`config.mk`:
```
export PLATFORM = sky130hd
export DESIGN_NAME = pattern_detect_ctrl_flat
export DESIGN_NICKNAME = d
export VERILOG_FILES = /design/src/rtl/pattern_detect_ctrl_if.sv /design/src/rtl/pattern_detect_ctrl.sv /design/src/flat_wrapper.sv
export SDC_FILE = /design/constraint.sdc
export NUM_CORES = 1
export LEC_CHECK = 0
export BUFFER_PORTS_ARGS = -buffer_cell sky130_fd_sc_hd__buf_2
export CAP_MARGIN = 20
export CORE_ASPECT_RATIO = 0.75
export CORE_UTILIZATION = 40
export CTS_BUF_LIST = sky130_fd_sc_hd__clkbuf_8
export DETAILED_ROUTE_END_ITERATION = 12
export PLACE_DENSITY = 0.61
export SYNTH_ARGS = -nofsm -noshare
export SYNTH_HDL_FRONTEND = slang
export SYNTH_SLANG_ARGS = --single-unit
```
`constraint.sdc`:
```
create_clock -name clk -period 3.55 [get_ports clk]
set_input_delay 0.71 -clock clk [delete_from_list [all_inputs] [get_ports clk]]
set_output_delay 0.71 -clock clk [all_outputs]
set_load 0.01 [all_outputs]
```
`src/rtl/pattern_detect_ctrl_if.sv`:
```
// Config, control, serial-input and status bundle for pattern_detect_ctrl.
// The master side drives configuration and bits; the slave side is the detector.
interface pattern_detect_ctrl_if #(
    parameter int W     = 5,
    parameter int CNT_W = 8
);
    logic             cfg_valid;
    logic             cfg_ready;
    logic [W-1:0]     cfg_pattern;
    logic [W-1:0]     cfg_mask;
    logic             cfg_overlap;
    logic             start;
    logic             stop;
    logic             in_valid;
    logic             in;
    logic             z;
    logic [CNT_W-1:0] match_count;
    logic             overflow;
    logic             busy;
    logic             armed;

    modport master (
        output cfg_valid, cfg_pattern, cfg_mask, cfg_overlap,
        output start, stop, in_valid, in,
        input  cfg_ready, z, match_count, overflow, busy, armed
    );

    modport slave (
        input  cfg_valid, cfg_pattern, cfg_mask, cfg_overlap,
        input  start, stop, in_valid, in,
        output cfg_ready, z, match_count, overflow, busy, armed
    );
endinterface

```
`src/rtl/pattern_detect_ctrl.sv`:
```
// Run-time configurable serial pattern detector: masked compare over a W-bit
// shift window, fill gating, overlap control and a saturating match counter.
module pattern_detect_ctrl #(
    parameter int W     = 5,
    parameter int CNT_W = 8
) (
    input  logic                  clk,
    input  logic                  reset,
    pattern_detect_ctrl_if.slave  bus
);
    localparam int FW = $clog2(W + 1);

    typedef enum logic [1:0] {
        IDLE = 2'd0,
        FILL = 2'd1,
        RUN  = 2'd2
    } state_t;

    state_t           state, state_nxt;
    logic [W-1:0]     shift, shift_nxt;
    logic [FW-1:0]    fill_cnt, fill_nxt;
    logic             z_r, z_nxt;
    logic [CNT_W-1:0] match_count, cnt_nxt;
    logic             overflow, ovf_nxt;
    logic [W-1:0]     pat_r, pat_nxt;
    logic [W-1:0]     mask_r, mask_nxt;
    logic             ovl_r, ovl_nxt;

    logic [W-1:0]     next_shift;
    logic             hit;
    logic             take_hit;

    // Oldest bit sits at shift[0]; the newest enters at the top.
    assign next_shift = {bus.in, shift[W-1:1]};
    assign hit        = ((next_shift ^ pat_r) & mask_r) == '0;

    // NOTE: every variable gets a default first, so no path can infer a latch.
    always_comb begin
        state_nxt = state;
        shift_nxt = shift;
        fill_nxt  = fill_cnt;
        z_nxt     = 1'b0;
        cnt_nxt   = match_count;
        ovf_nxt   = overflow;
        pat_nxt   = pat_r;
        mask_nxt  = mask_r;
        ovl_nxt   = ovl_r;
        take_hit  = 1'b0;

        unique case (state)
            IDLE: begin
                if (bus.cfg_valid) begin
                    pat_nxt  = bus.cfg_pattern;
                    mask_nxt = bus.cfg_mask;
                    ovl_nxt  = bus.cfg_overlap;
                end
                if (bus.start && !bus.stop) begin
                    state_nxt = FILL;
                    shift_nxt = '0;
                    fill_nxt  = '0;
                    cnt_nxt   = '0;
                    ovf_nxt   = 1'b0;
                end
            end
            FILL: begin
                if (bus.stop) begin
                    state_nxt = IDLE;
                end else if (bus.in_valid) begin
                    shift_nxt = next_shift;
                    fill_nxt  = fill_cnt + FW'(1);
                    if (fill_cnt == FW'(W - 1)) begin
                        take_hit = hit;
                        if (hit && !ovl_r) fill_nxt  = '0;
                        else               state_nxt = RUN;
                    end
                end
            end
            RUN: begin
                if (bus.stop) begin
                    state_nxt = IDLE;
                end else if (bus.in_valid) begin
                    shift_nxt = next_shift;
                    take_hit  = hit;
                    // Non-overlapping: the next match needs W fresh bits.
                    if (hit && !ovl_r) begin
                        state_nxt = FILL;
                        fill_nxt  = '0;
                    end
                end
            end
            default: state_nxt = IDLE;
        endcase

        if (take_hit) begin
            z_nxt = 1'b1;
            if (&match_count) ovf_nxt = 1'b1;
            else              cnt_nxt = match_count + CNT_W'(1);
        end
    end

    // NOTE: sequential state uses non-blocking assignments only.
    always_ff @(posedge clk) begin
        if (reset) begin
            state       <= IDLE;
            shift       <= '0;
            fill_cnt    <= '0;
            z_r         <= 1'b0;
            match_count <= '0;
            overflow    <= 1'b0;
            pat_r       <= '0;
            mask_r      <= '1;
            ovl_r       <= 1'b1;
        end else begin
            state       <= state_nxt;
            shift       <= shift_nxt;
            fill_cnt    <= fill_nxt;
            z_r         <= z_nxt;
            match_count <= cnt_nxt;
            overflow    <= ovf_nxt;
            pat_r       <= pat_nxt;
            mask_r      <= mask_nxt;
            ovl_r       <= ovl_nxt;
        end
    end

    assign bus.cfg_ready   = (state == IDLE);
    assign bus.busy        = (state != IDLE);
    assign bus.armed       = (state == RUN);
    assign bus.z           = z_r;
    assign bus.match_count = match_count;
    assign bus.overflow    = overflow;

endmodule

```
`src/flat_wrapper.sv`:
```
// flat-port wrapper written by rule: the top's interface ports become plain ports
module pattern_detect_ctrl_flat 
#(
    parameter int W     = 5,
    parameter int CNT_W = 8
)
  (clk, reset, bus_cfg_valid, bus_cfg_pattern, bus_cfg_mask, bus_cfg_overlap, bus_start, bus_stop, bus_in_valid, bus_in, bus_cfg_ready, bus_z, bus_match_count, bus_overflow, bus_busy, bus_armed);
  pattern_detect_ctrl_if #(.W(W), .CNT_W(CNT_W)) bus_i ();
  input  logic clk;
  input  logic reset;
  input wire logic [$bits(bus_i.cfg_valid)-1:0] bus_cfg_valid;
  input wire logic [$bits(bus_i.cfg_pattern)-1:0] bus_cfg_pattern;
  input wire logic [$bits(bus_i.cfg_mask)-1:0] bus_cfg_mask;
  input wire logic [$bits(bus_i.cfg_overlap)-1:0] bus_cfg_overlap;
  input wire logic [$bits(bus_i.start)-1:0] bus_start;
  input wire logic [$bits(bus_i.stop)-1:0] bus_stop;
  input wire logic [$bits(bus_i.in_valid)-1:0] bus_in_valid;
  input wire logic [$bits(bus_i.in)-1:0] bus_in;
  output wire logic [$bits(bus_i.cfg_ready)-1:0] bus_cfg_ready;
  output wire logic [$bits(bus_i.z)-1:0] bus_z;
  output wire logic [$bits(bus_i.match_count)-1:0] bus_match_count;
  output wire logic [$bits(bus_i.overflow)-1:0] bus_overflow;
  output wire logic [$bits(bus_i.busy)-1:0] bus_busy;
  output wire logic [$bits(bus_i.armed)-1:0] bus_armed;
  assign bus_i.cfg_valid = bus_cfg_valid;
  assign bus_i.cfg_pattern = bus_cfg_pattern;
  assign bus_i.cfg_mask = bus_cfg_mask;
  assign bus_i.cfg_overlap = bus_cfg_overlap;
  assign bus_i.start = bus_start;
  assign bus_i.stop = bus_stop;
  assign bus_i.in_valid = bus_in_valid;
  assign bus_i.in = bus_in;
  assign bus_cfg_ready = bus_i.cfg_ready;
  assign bus_z = bus_i.z;
  assign bus_match_count = bus_i.match_count;
  assign bus_overflow = bus_i.overflow;
  assign bus_busy = bus_i.busy;
  assign bus_armed = bus_i.armed;
  pattern_detect_ctrl #(.W(W), .CNT_W(CNT_W)) u_core (.clk(clk), .reset(reset), .bus(bus_i));
endmodule
```
==> run summary, run 1 <==
Detailed routing
• **count of nets left with antenna violations after detail routing** 0
• **DRC Markers** 0
• **routed length per instance** 12.6 µm
• **via-per-instance ratio** 5.31
• **number of design-rule violations left by the first detailed-router iteration** 49
• **via count** 1445
• **Routed Wire Length** 3440 µm
• **DRT Pass-1 Iters** 5

Clock network
• **deepest clock path buffer count** 2
• **worst skew pair latency** 0.28 ns
• **number of setup buffers added after CTS** 0
• **clk slew on worst S/H paths** 0.06 ns
• **TritonCTS clock tree** built
• **CTS Sinks** 30
• **number of buffers inserted during clock tree synthesis** 5
• **PostCTS Resize Cnt** 0
• **Post-CTS Hold Buffers** 0
• **CTS H-tree lvls** 2
• **root buffer cell** sky130_fd_sc_hd__clkbuf_8

Logic synthesis
• **synthesized area per cell** 8.70 µm²
• **gate count after technology mapping** 189
• **most common cell in the synthesized netlist** sky130_fd_sc_hd__nand2_1
• **fraction of synthesized cell area taken by the top area cell type** 36.5%
• **portion of the post-synthesis area used by sequential elements** 36.5%
• **Post-synth ARST share** 0%
• **EDFF count, synth** 0
• **synthesis warning total** 0
• **Post-Synthesis Net Count** 214
• **Synth area leader** sky130_fd_sc_hd__dfxtp_1
• **most area-consuming cells after synthesis** sky130_fd_sc_hd__dfxtp_1, sky130_fd_sc_hd__nand2_1, sky130_fd_sc_hd__ha_1
• **top_reg_cell synth** sky130_fd_sc_hd__dfxtp_1
• **count of cell types in the netlist** 49
• **Post-Synthesis Cell Area** 0.00164 mm²
• **leading cell types by count after synthesis** sky130_fd_sc_hd__nand2_1, sky130_fd_sc_hd__dfxtp_1, sky130_fd_sc_hd__a21oi_1, sky130_fd_sc_hd__nand3_1
• **number of flip-flops and latches in the synthesized netlist** 30

Die
• **Core Rows** 19
• **Starting Density** 43.2%
• **Total Die Area** 0.00437 mm²
• **Die Span Y** 57.5 µm
• **# IOs** 31
• **total core area** 0.00380 mm²
• **Horiz. Die Dim** 76.0 µm

Global routing
• **global-route track usage on met3** 4.80%
• **met1 routing resource usage after global routing** 25.8%
• **number of antenna violations at the first check in global routing** 0
• **gr usage total** 17.7%
• **most used routing layer** met1
• **global-route wire length before repair** 6040 µm
• **largest net degree at the start of global routing** 20
• **sum of overflow across all layers after global routing** 0
• **via count of the first global-routing pass** 1296
• **Global Route met2 Usage** 25.1%

Power
• **leakage power figure** 0.874 nW
• **worst supply voltage drop on vdd** 259 µV
• **areal power density over the cells** 426 mW/mm²
• **share of total power consumed by net switching** 24.8%
• **proportion of power drawn by flip-flops and latches** 43.5%
• **fraction of power consumed by the clock network** 42.4%
• **switching power total** 0.204 mW
• **share of total power in combinational logic** 14.0%
• **Internal Dissipation** 0.618 mW

STA
• **crit share post-route** 59.6%
• **Hold Vio Cnt, Final** 0
• **Final min period** 2.12 ns
• **Total Negative Setup Slacks** 0 ns
• **setup repair after global routing missed its margin** no
• **total of endpoints with negative setup slack in the final report** 0
• **Worst Hold Margin** 0.467 ns
• **number of pins exceeding their max-slew limit in the final report** 0
• **worst max-slew margin expressed relative to the limit** 49.3%
• **Tightest Pin Transition** 0.756 ns
• **top achievable clock speed** 472 MHz
• **Clock Skews** 0.00327 ns

Critical path
• **delay contributed by the slowest stage of the critical path** 0.65 ns
• **cell occurring most often along the worst timing path** sky130_fd_sc_hd__inv_1
• **endpoint class of the critical path** flop
• **maximum fanout along the worst path** 8
• **Setup crit start kind** flop
• **Crit Path Category** flop to flop
• **worst path required time** 3.76 ns
• **slowest stage cell on the critical path** sky130_fd_sc_hd__a211oi_1
• **Worst EP arrival** 2.33 ns
• **Critical Path, Cell by Cell** inv_1 -> ha_1 -> inv_1 -> o22ai_1 -> a211oi_1 -> nand3_1 -> a21oi_1

Finish
• **synthesis-to-finish area growth** 17.4%
• **count of non-filler cells in the finished layout** 272
• **share of the core filled with cells in the final layout** 50.8%
• **layout cells sized above 1** 24.1%
• **number of antenna cells inserted** 0
• **Final nets** 245

Placement
• **HPWL reported at the end of detailed placement** 2590 µm
• **number of I/O port buffers** 30
• **Placed Cells** 265
• **RD Place Congestion** 0.853

Min path
• **path class of the lowest-slack min-delay path** flop to flop

Outcome
• **run status** finished clean

Run
• **maximum capacitance violations** 0

==> metal layers <==
layer | wire length (µm) | up-vias
li1 | - | 747
met1 | 1880 | 663
met2 | 1360 | 31
met3 | 167 | 4
met4 | 28 | 0
met5 | 0 | -
==> layout by cell type (no fill, tap or decap), types with 2 or more instances in the layout <==
cell type | Yosys | routed
sky130_fd_sc_hd__xor2_1 | 5 | 5
sky130_fd_sc_hd__a211oi_1 | 2 | 2
sky130_fd_sc_hd__nand3_1 | 13 | 13
sky130_fd_sc_hd__clkbuf_8 | 1 | 6
sky130_fd_sc_hd__and2_1 | 3 | 3
sky130_fd_sc_hd__a31oi_1 | 2 | 2
sky130_fd_sc_hd__inv_1 | 7 | 7
sky130_fd_sc_hd__o31ai_1 | 2 | 2
sky130_fd_sc_hd__a21oi_1 | 13 | 13
sky130_fd_sc_hd__ha_1 | 7 | 7
sky130_fd_sc_hd__dfxtp_1 | 30 | 30
sky130_fd_sc_hd__buf_2 | 1 | 30
sky130_fd_sc_hd__nor3_1 | 2 | 2
sky130_fd_sc_hd__o21ai_1 | 4 | 4
sky130_fd_sc_hd__and3_1 | 5 | 5
sky130_fd_sc_hd__mux2i_1 | 3 | 3
sky130_fd_sc_hd__nand4_1 | 4 | 4
sky130_fd_sc_hd__a41o_2 | 2 | 2
sky130_fd_sc_hd__nor3b_2 | 5 | 5
sky130_fd_sc_hd__a41oi_1 | 2 | 2
sky130_fd_sc_hd__nor2_1 | 5 | 5
sky130_fd_sc_hd__nand2_1 | 31 | 31
sky130_fd_sc_hd__nand2b_1 | 5 | 5
sky130_fd_sc_hd__a221oi_1 | 2 | 2
sky130_fd_sc_hd__a21o_1 | 7 | 7
==> final cells by class <==
type / count / area [µm²]
fill: 391 / 1870
clock inverter: 1 / 30.0
tap: 52 / 65.1
timing repair buffer: 31 / 158
clock buffer: 6 / 82.6
inverter: 8 / 30.0
sequential: 30 / 601
multi-input combinational: 144 / 965
==> kinds of logic (layout without fill, tap and decap cells) <==
family | count (synthesis) | in the layout | synth area share (%)
muxes | 3 | 3 | 1.83
xor gates and xnor gates | 5 | 5 | 2.66
buffers and inverters | 15 | 46 | 4.79
DFF | 30 | 30 | 36.5
and+or+nand+nor | 80 | 80 | 26.8
adders and majority gates | 7 | 7 | 5.33
AOI/OAI and AO/OA | 49 | 49 | 22.1
==> per-stage QoR <==
step / cell area (µm²) / power [mW] / worst slack, ns
floorplan: 1640 / 0.449 / 1.57
global placement: 1820 / 0.481 / 1.28
detailed placement: 1820 / 0.481 / 1.26
CTS: 1930 / 0.833 / 1.42
global route: 1930 / 0.867 / 1.22
finish: 1930 / 0.822 / 1.43
==> final timing paths <==
| check | endpoint | from | cells past startpoint | slack [ns] |
|---|---|---|---|---|
| max | u_core.shift[4]$_SDFFE_PP0P_ | u_core.state[0]$_SDFFE_PP0P_ | 7 | 1.43 |
| min | u_core.pat_r[2]$_SDFFE_PP0P_ | u_core.pat_r[2]$_SDFFE_PP0P_ | 2 | 0.47 |
| max reg2reg | u_core.shift[4]$_SDFFE_PP0P_ | u_core.state[0]$_SDFFE_PP0P_ | 7 | 1.43 |
| min reg2reg | u_core.pat_r[2]$_SDFFE_PP0P_ | u_core.pat_r[2]$_SDFFE_PP0P_ | 2 | 0.47 |
==> sequential cells by signal, indices dropped and copies added (netlist names) <==
signal,count
u_core.bus.match_count,8
u_core.state,2
u_core.pat_r,5
u_core.bus.z,1
u_core.fill_cnt,3
u_core.shift,4
u_core.mask_r,5
u_core.ovl_r,1
u_core.bus.overflow,1
==> power by group through the flow <==
stage	registers (mW)	logic, mW	clock network, mW
4_1_cts	0.358	0.116	0.359
3_5_place_dp	0.365	0.115	0
3_3_place_gp	0.365	0.116	0
2_1_floorplan	0.363	0.0858	0
5_1_grt	0.359	0.130	0.378
6_report	0.358	0.115	0.349
==> worst max-delay path: cells and delay by family (launching register included) <==
family	cells	cell delay (ns)
flops	1	0.38
fa+ha+maj	1	0.38
simple gates	1	0.18
buf+inv	2	0.22
compound gates	3	0.90
Note: power is estimated with default switching activity, not from simulation.
==> inputs of run 2 (changes only) <==
--- a/config.mk
+++ b/config.mk
@@ -5,6 +5,7 @@
 export SDC_FILE = /design/constraint.sdc
 export NUM_CORES = 1
 export LEC_CHECK = 0
+export ABC_AREA = 1
 export BUFFER_PORTS_ARGS = -buffer_cell sky130_fd_sc_hd__buf_2
 export CAP_MARGIN = 20
 export CORE_ASPECT_RATIO = 0.75
==> constraint.sdc (replaced) <==
create_clock -name clk -period 2.1 [get_ports clk]
set_input_delay 0.42 -clock clk [delete_from_list [all_inputs] [get_ports clk]]
set_output_delay 0.42 -clock clk [all_outputs]
set_load 0.01 [all_outputs]
==> run 2 against run 1 <==
Compared with the run above: sequential cell count is the same; critical path depth shrank 3; via count grew 3.9%; sequential power grew 110%; total power grew to 2.6 times the previous value; wire length grew 5.3%; final area grew 1.1%; largest cell class unchanged.
==> run summary, run 2 <==
Outcome
• **run status** finished clean

Logic synthesis
• **most common cell in the synthesized netlist** sky130_fd_sc_hd__nand2_1
• **count of cell types in the netlist** 32
• **top_reg_cell synth** sky130_fd_sc_hd__dfxtp_1
• **portion of the post-synthesis area used by sequential elements** 36.4%
• **number of flip-flops and latches in the synthesized netlist** 30
• **Post-Synthesis Net Count** 251
• **gate count after technology mapping** 226
• **Post-synth ARST share** 0%
• **most area-consuming cells after synthesis** sky130_fd_sc_hd__dfxtp_1, sky130_fd_sc_hd__nand2_1, sky130_fd_sc_hd__nand3_1
• **Synth area leader** sky130_fd_sc_hd__dfxtp_1
• **synthesized area per cell** 7.30 µm²
• **Post-Synthesis Cell Area** 0.00165 mm²
• **EDFF count, synth** 0
• **leading cell types by count after synthesis** sky130_fd_sc_hd__nand2_1, sky130_fd_sc_hd__dfxtp_1, sky130_fd_sc_hd__nor2_1, sky130_fd_sc_hd__inv_1, sky130_fd_sc_hd__nand3_1
• **synthesis warning total** 0
• **fraction of synthesized cell area taken by the top area cell type** 36.4%

STA
• **number of pins exceeding their max-slew limit in the final report** 0
• **crit share post-route** 82.9%
• **Tightest Pin Transition** 0.651 ns
• **Hold Vio Cnt, Final** 0
• **top achievable clock speed** 574 MHz
• **Final min period** 1.74 ns
• **Total Negative Setup Slacks** 0 ns
• **total of endpoints with negative setup slack in the final report** 0
• **Clock Skews** 0.00890 ns
• **worst max-slew margin expressed relative to the limit** 56.6%
• **setup repair after global routing missed its margin** no

Critical path
• **Worst EP arrival** 1.32 ns
• **Worst Reg-to-Reg Cells** 8
• **Critical Path, Cell by Cell** inv_1 -> ha_1 -> inv_1 -> buf_2
• **worst path required time** 1.68 ns
• **Crit Path Category** flop to output pin
• **reg2reg start** u_core.state[0]$_SDFFE_PP0P_
• **slowest stage cell on the critical path** sky130_fd_sc_hd__dfxtp_1
• **maximum fanout along the worst path** 5
• **cell occurring most often along the worst timing path** sky130_fd_sc_hd__inv_1
• **delay contributed by the slowest stage of the critical path** 0.38 ns
• **Setup crit start** u_core.state[0]$_SDFFE_PP0P_
• **r2r setup slk** 0.36 ns
• **Worst path depth** 4
• **delay-heaviest family, CP** flip-flops
• **worst setup path endpoint** bus_busy
• **Buf+Inv Stages, Crit Path** 3
• **endpoint class of the critical path** output pin
• **endpoint of the worst register-to-register path** u_core.bus.match_count[1]$_SDFF_PP0_
• **Setup crit start kind** flop

Run
• **maximum capacitance violations** 0

Die
• **Total Die Area** 0.00439 mm²
• **Core Rows** 19
• **Horiz. Die Dim** 76.2 µm
• **# IOs** 31
• **Die Span Y** 57.6 µm
• **total core area** 0.00380 mm²
• **Starting Density** 43.4%

Global routing
• **largest net degree at the start of global routing** 21
• **global-route wire length before repair** 6200 µm
• **number of antenna violations at the first check in global routing** 0
• **via count of the first global-routing pass** 1346
• **sum of overflow across all layers after global routing** 0
• **gr usage total** 18.3%

Placement
• **RD Place Congestion** 0.829
• **Placed Cells** 305
• **number of I/O port buffers** 30
• **HPWL reported at the end of detailed placement** 2640 µm

Finish
• **top flop regs** u_core.bus.match_count (8), u_core.mask_r (5), u_core.pat_r (5)
• **Fillers** 383
• **number of flip-flops in the largest register** 8
• **synthesis-to-finish area growth** 18.3%
• **Final nets** 285
• **leading cell types in the layout, fill and taps excluded** sky130_fd_sc_hd__nand2_1, sky130_fd_sc_hd__buf_2, sky130_fd_sc_hd__dfxtp_1, sky130_fd_sc_hd__nor2_1
• **top register by number of flip-flops** u_core.bus.match_count
• **count of non-filler cells in the finished layout** 313
• **layout cells sized above 1** 24.1%
• **most common library cell in the layout ignoring fill and taps** sky130_fd_sc_hd__nand2_1
• **number of antenna cells inserted** 0

Clock network
• **CTS H-tree lvls** 2
• **CTS Sinks** 30
• **TritonCTS clock tree** built
• **root buffer cell** sky130_fd_sc_hd__clkbuf_8
• **number of setup buffers added after CTS** 0
• **number of buffers inserted during clock tree synthesis** 5
• **Post-CTS Hold Buffers** 0
• **deepest clock path buffer count** 2
• **worst skew pair latency** 0.29 ns
• **PostCTS Resize Cnt** 0
• **clk slew on worst S/H paths** 0.07 ns

Power
• **worst supply voltage drop on vdd** 450 µV
• **leakage power figure** 0.914 nW
• **areal power density over the cells** 1110 mW/mm²

Detailed routing
• **Routed Wire Length** 3620 µm
• **via count** 1502
• **DRT Pass-1 Iters** 4
• **number of design-rule violations left by the first detailed-router iteration** 82
• **DRC Markers** 0
• **via-per-instance ratio** 4.80
• **routed length per instance** 11.6 µm
• **count of nets left with antenna violations after detail routing** 0

Min path
• **path class of the lowest-slack min-delay path** input pin to flop

==> run 2: layout make-up <==
cell class                 count  area, µm²  area share [%]
tap                           52       65.1            3.33
clock buffer                   6       82.6            4.23
multi-input combinational    164        923            47.3
inverter                      28        110            5.64
clock inverter                 2       12.5           0.641
sequential                    30        601            30.8
timing repair buffer          31        158            8.08
==> run 2: how the worst min path moves through the flow <==
stage                                   from                             to  slack (ns)  depth (start not counted)
3_5_place_dp   u_core.mask_r[3]$_SDFFE_PP1P_  u_core.mask_r[3]$_SDFFE_PP1P_        0.46                          2
5_1_grt                      bus_cfg_mask[0]  u_core.mask_r[0]$_SDFFE_PP1P_        0.33                          3
4_1_cts                      bus_cfg_mask[1]  u_core.mask_r[1]$_SDFFE_PP1P_        0.31                          3
2_1_floorplan  u_core.mask_r[0]$_SDFFE_PP1P_  u_core.mask_r[0]$_SDFFE_PP1P_        0.44                          2
6_report                     bus_cfg_mask[0]  u_core.mask_r[0]$_SDFFE_PP1P_        0.33                          3
3_3_place_gp   u_core.mask_r[3]$_SDFFE_PP1P_  u_core.mask_r[3]$_SDFFE_PP1P_        0.46                          2
==> run 2: cells by family (layout without fill, tap and decap cells) <==
family / Yosys count / after routing / synth area share [%]
adder cells (fa/ha/maj): 7 / 7 / 5.31
AO/OA/AOI/OAI: 37 / 37 / 13.8
buffers and inverters: 32 / 67 / 7.66
XOR/XNOR: 6 / 6 / 3.18
AND/OR/NAND/NOR: 114 / 114 / 33.7
flip-flops: 30 / 30 / 36.4
==> run 2: where the power goes <==
| group | total (mW) | leakage [nW] | internal [mW] | switching (mW) |
|---|---|---|---|---|
| registers | 0.769 | 0.246 | 0.684 | 0.0853 |
| clock network | 0.499 | 0.0472 | 0.263 | 0.236 |
| logic | 0.907 | 0.622 | 0.320 | 0.588 |
| total | 2.18 | 0.914 | 1.27 | 0.909 |
==> run 2: per-stage QoR <==
step / hold slack [ns] / cell area, µm² / util [%] / power [mW] / setup slack (ns)
2_1_floorplan: 0.442 / 1650 / - / 1.46 / 0.547
3_3_place_gp: 0.462 / 1860 / 48.8 / 1.68 / 0.441
3_5_place_dp: 0.458 / 1860 / 48.8 / 1.68 / 0.372
4_1_cts: 0.315 / 1950 / 51.3 / 2.19 / 0.346
5_1_grt: 0.328 / 1950 / 51.3 / 2.36 / 0.264
6_report: 0.328 / 1950 / 51.3 / 2.18 / 0.359
==> run 2: routing by layer <==
layer  wire length (µm)  GRT usage (%)  vias to the layer above
met5                  0              0                        -
met1               2020           25.6                      670
li1                   -              -                      803
met2               1420           26.0                       24
met4                 56           9.34                        0
met3                124           5.04                        5
==> run 2: worst reg2reg max path: cells and delay by family (launching register included) <==
family / cells / cell delay (ns)
fa+ha+maj: 1 / 0.39
buf+inv: 2 / 0.20
simple gates: 4 / 0.47
compound gates: 1 / 0.20
flops: 1 / 0.38
==> inputs of run 3 (changes only) <==
--- a/config.mk
+++ b/config.mk
@@ -12,7 +12,7 @@
 export CORE_UTILIZATION = 40
 export CTS_BUF_LIST = sky130_fd_sc_hd__clkbuf_8
 export DETAILED_ROUTE_END_ITERATION = 12
-export PLACE_DENSITY = 0.61
+export PLACE_DENSITY = 0.63
 export SYNTH_ARGS = -nofsm -noshare
 export SYNTH_HDL_FRONTEND = slang
 export SYNTH_SLANG_ARGS = --single-unit
==> constraint.sdc (replaced) <==
create_clock -name clk -period 1.4 [get_ports clk]
set_input_delay 0.28 -clock clk [delete_from_list [all_inputs] [get_ports clk]]
set_output_delay 0.28 -clock clk [all_outputs]
set_load 0.01 [all_outputs]
==> run 3 against run 2 <==
Compared with the run above: the flow now finishes with violations (negative setup slack); total power up 77%; register-to-register slack worse by 0.45 ns; clock skew shrank 0.0066 ns; sequential power up 52%; sequential share of layout area is 4.1 points lower; critical path type is now flop to flop; highest routed layer unchanged.
==> run summary, run 3 (synthesized netlist as in run 2, its figures left out) <==
Detailed routing
• **routed length per instance** 11.3 µm
• **number of design-rule violations left by the first detailed-router iteration** 71
• **routed wire length on met3** 200 µm
• **via count** 1608
• **uppermost signal routing layer after detailed routing** met4
• **DRC Markers** 0
• **via-per-instance ratio** 4.72
• **routed wire length on met2** 1620 µm
• **DRT Pass-1 Iters** 4
• **wire length the detailed router placed on met1** 1990 µm
• **Routed Wire Length** 3850 µm
• **count of nets left with antenna violations after detail routing** 0

Clock network
• **CTS Sinks** 30
• **worst skew pair latency** 0.28 ns
• **root buffer cell** sky130_fd_sc_hd__clkbuf_8
• **CTS H-tree lvls** 2
• **clk slew on worst S/H paths** 0.07 ns
• **deepest clock path buffer count** 2
• **TritonCTS clock tree** built
• **number of buffers inserted during clock tree synthesis** 5

Critical path
• **Setup crit start kind** flop
• **endpoint class of the critical path** flop
• **Crit Path Category** flop to flop
• **Worst Reg-to-Reg Cells** 8
• **maximum fanout along the worst path** 7
• **worst path required time** 1.58 ns
• **Worst EP arrival** 1.67 ns

Power
• **leakage power figure** 1.09 nW
• **switching power total** 1.53 mW
• **areal power density over the cells** 1690 mW/mm²
• **Internal Dissipation** 2.33 mW
• **worst supply voltage drop on vdd** 887 µV
• **fraction of power consumed by the clock network** 19.2%
• **share of total power in combinational logic** 50.3%
• **proportion of power drawn by flip-flops and latches** 30.4%
• **share of total power consumed by net switching** 39.6%

STA
• **Worst Slack Setup Final** -0.0876 ns
• **Tightest Pin Transition** 0.284 ns
• **total of endpoints with negative setup slack in the final report** 11
• **setup repair after global routing missed its margin** yes
• **Final min period** 1.49 ns
• **Hold Vio Cnt, Final** 0
• **top achievable clock speed** 672 MHz
• **number of pins exceeding their max-slew limit in the final report** 0
• **worst max-slew margin expressed relative to the limit** 81.0%
• **Clock Skews** 0.00234 ns
• **crit share post-route** 106%

Global routing
• **gr usage total** 19.1%
• **global-route wire length before repair** 6470 µm
• **number of antenna violations at the first check in global routing** 0
• **sum of overflow across all layers after global routing** 0
• **largest net degree at the start of global routing** 15
• **via count of the first global-routing pass** 1464

Placement
• **RD Place Congestion** 0.845
• **Setup Slack @ Placement** -0.0951 ns
• **number of I/O port buffers** 30
• **Placed Instance Area** 0.00210 mm²
• **HPWL reported at the end of detailed placement** 2980 µm
• **Placed Cells** 331

Min path
• **instance count along the most critical hold path** 3
• **path class of the lowest-slack min-delay path** input pin to flop

Finish
• **number of flip-flops in the largest register** 8
• **top register by number of flip-flops** u_core.bus.match_count
• **leading cell types in the layout, fill and taps excluded** sky130_fd_sc_hd__nand2_1, sky130_fd_sc_hd__buf_2, sky130_fd_sc_hd__dfxtp_1, sky130_fd_sc_hd__nor2_1, sky130_fd_sc_hd__buf_4
• **count of non-filler cells in the finished layout** 341
• **Final nets** 313
• **Fillers** 368
• **number of antenna cells inserted** 0
• **most common library cell in the layout ignoring fill and taps** sky130_fd_sc_hd__nand2_1
• **Non-Filler Cell Area, Final** 0.00228 mm²
• **layout cells sized above 1** 37.4%
• **synthesis-to-finish area growth** 38.4%
• **top flop regs** u_core.bus.match_count (8), u_core.mask_r (5), u_core.pat_r (5)
• **share of the core filled with cells in the final layout** 60.0%

Die
• **# IOs** 31
• **Total Die Area** 0.00439 mm²
• **Starting Density** 43.4%
• **total core area** 0.00380 mm²
• **Die Span Y** 57.6 µm
• **Core Rows** 19
• **Horiz. Die Dim** 76.2 µm

Run
• **maximum capacitance violations** 0

Outcome
• **violations in the final reports** negative setup slack
• **run status** finished, violations left

[run 3: changes by cell type in the layout (fill, tap and decap cells not counted), sizes merged]
cell	before	now
buf	31	59
clkinvlp	1	0
inv	25	26
[run 3: through the flow]
stage	setup TNS, ns	total power, mW	hold WS [ns]
2_1_floorplan	-0.0440	2.31	0.393
3_3_place_gp	-0.139	2.85	0.456
3_5_place_dp	-0.787	2.89	0.463
4_1_cts	-0.405	3.77	0.186
5_1_grt	-2.17	4.16	0.200
6_report	-0.427	3.86	0.189
[run 3: cell type report]
type / instances / area [µm²] / area share, %
Clock buffer: 6 / 82.6 / 3.62
Clock inverter: 2 / 11.3 / 0.493
Inverter: 28 / 119 / 5.21
Multi-Input combinational cell: 164 / 995 / 43.6
Sequential cell: 30 / 609 / 26.7
Tap cell: 52 / 65.1 / 2.85
Timing Repair Buffer: 59 / 402 / 17.6
[run 3: critical path: stages (launching register included)]
cell and delay [ns]:
sky130_fd_sc_hd__dfxtp_4 0.38, sky130_fd_sc_hd__inv_4 0.05, sky130_fd_sc_hd__ha_4 0.28, sky130_fd_sc_hd__nand2_4 0.06, sky130_fd_sc_hd__nor2_4 0.13, sky130_fd_sc_hd__nand3_4 0.13
sky130_fd_sc_hd__clkinv_4 0.10, sky130_fd_sc_hd__nand2_4 0.06, sky130_fd_sc_hd__o211a_1 0.19
[run 3: path summary, 6_finish.rpt]
path | startpoint | endpoint | slack [ns]
hold reg to reg | u_core.bus.overflow$_SDFF_PP0_ | u_core.bus.overflow$_SDFF_PP0_ | 0.48
setup / recovery | u_core.state[0]$_SDFFE_PP0P_ | u_core.bus.match_count[1]$_SDFF_PP0_ | -0.09
setup reg to reg | u_core.state[0]$_SDFFE_PP0P_ | u_core.bus.match_count[1]$_SDFF_PP0_ | -0.09
hold / removal | bus_cfg_mask[0] | u_core.mask_r[0]$_SDFFE_PP1P_ | 0.19
[run 3: per-layer routing]
metal  track usage, %  vias up
met5                0        -
met4             9.07        0
met3             4.72        4
met2             28.7       42
met1             26.1      706
li1                 -      856
[run 3: repair_timing]
action,4_1_cts,5_1_grt
pin swaps,5,0
setup endpoints to repair,29,23
gates cloned,0,0
endpoints found under the hold margin,0,0
hold buffers,0,0
gates resized for setup,12,10
setup buffers,1,1
[run 3: power by group through the flow]
stage | Clock, mW | Combinational, mW | Sequential, mW
6_report | 0.741 | 1.94 | 1.17
5_1_grt | 0.797 | 2.16 | 1.20
4_1_cts | 0.756 | 1.84 | 1.18
3_5_place_dp | 0 | 1.71 | 1.18
3_3_place_gp | 0 | 1.67 | 1.17
2_1_floorplan | 0 | 1.15 | 1.16
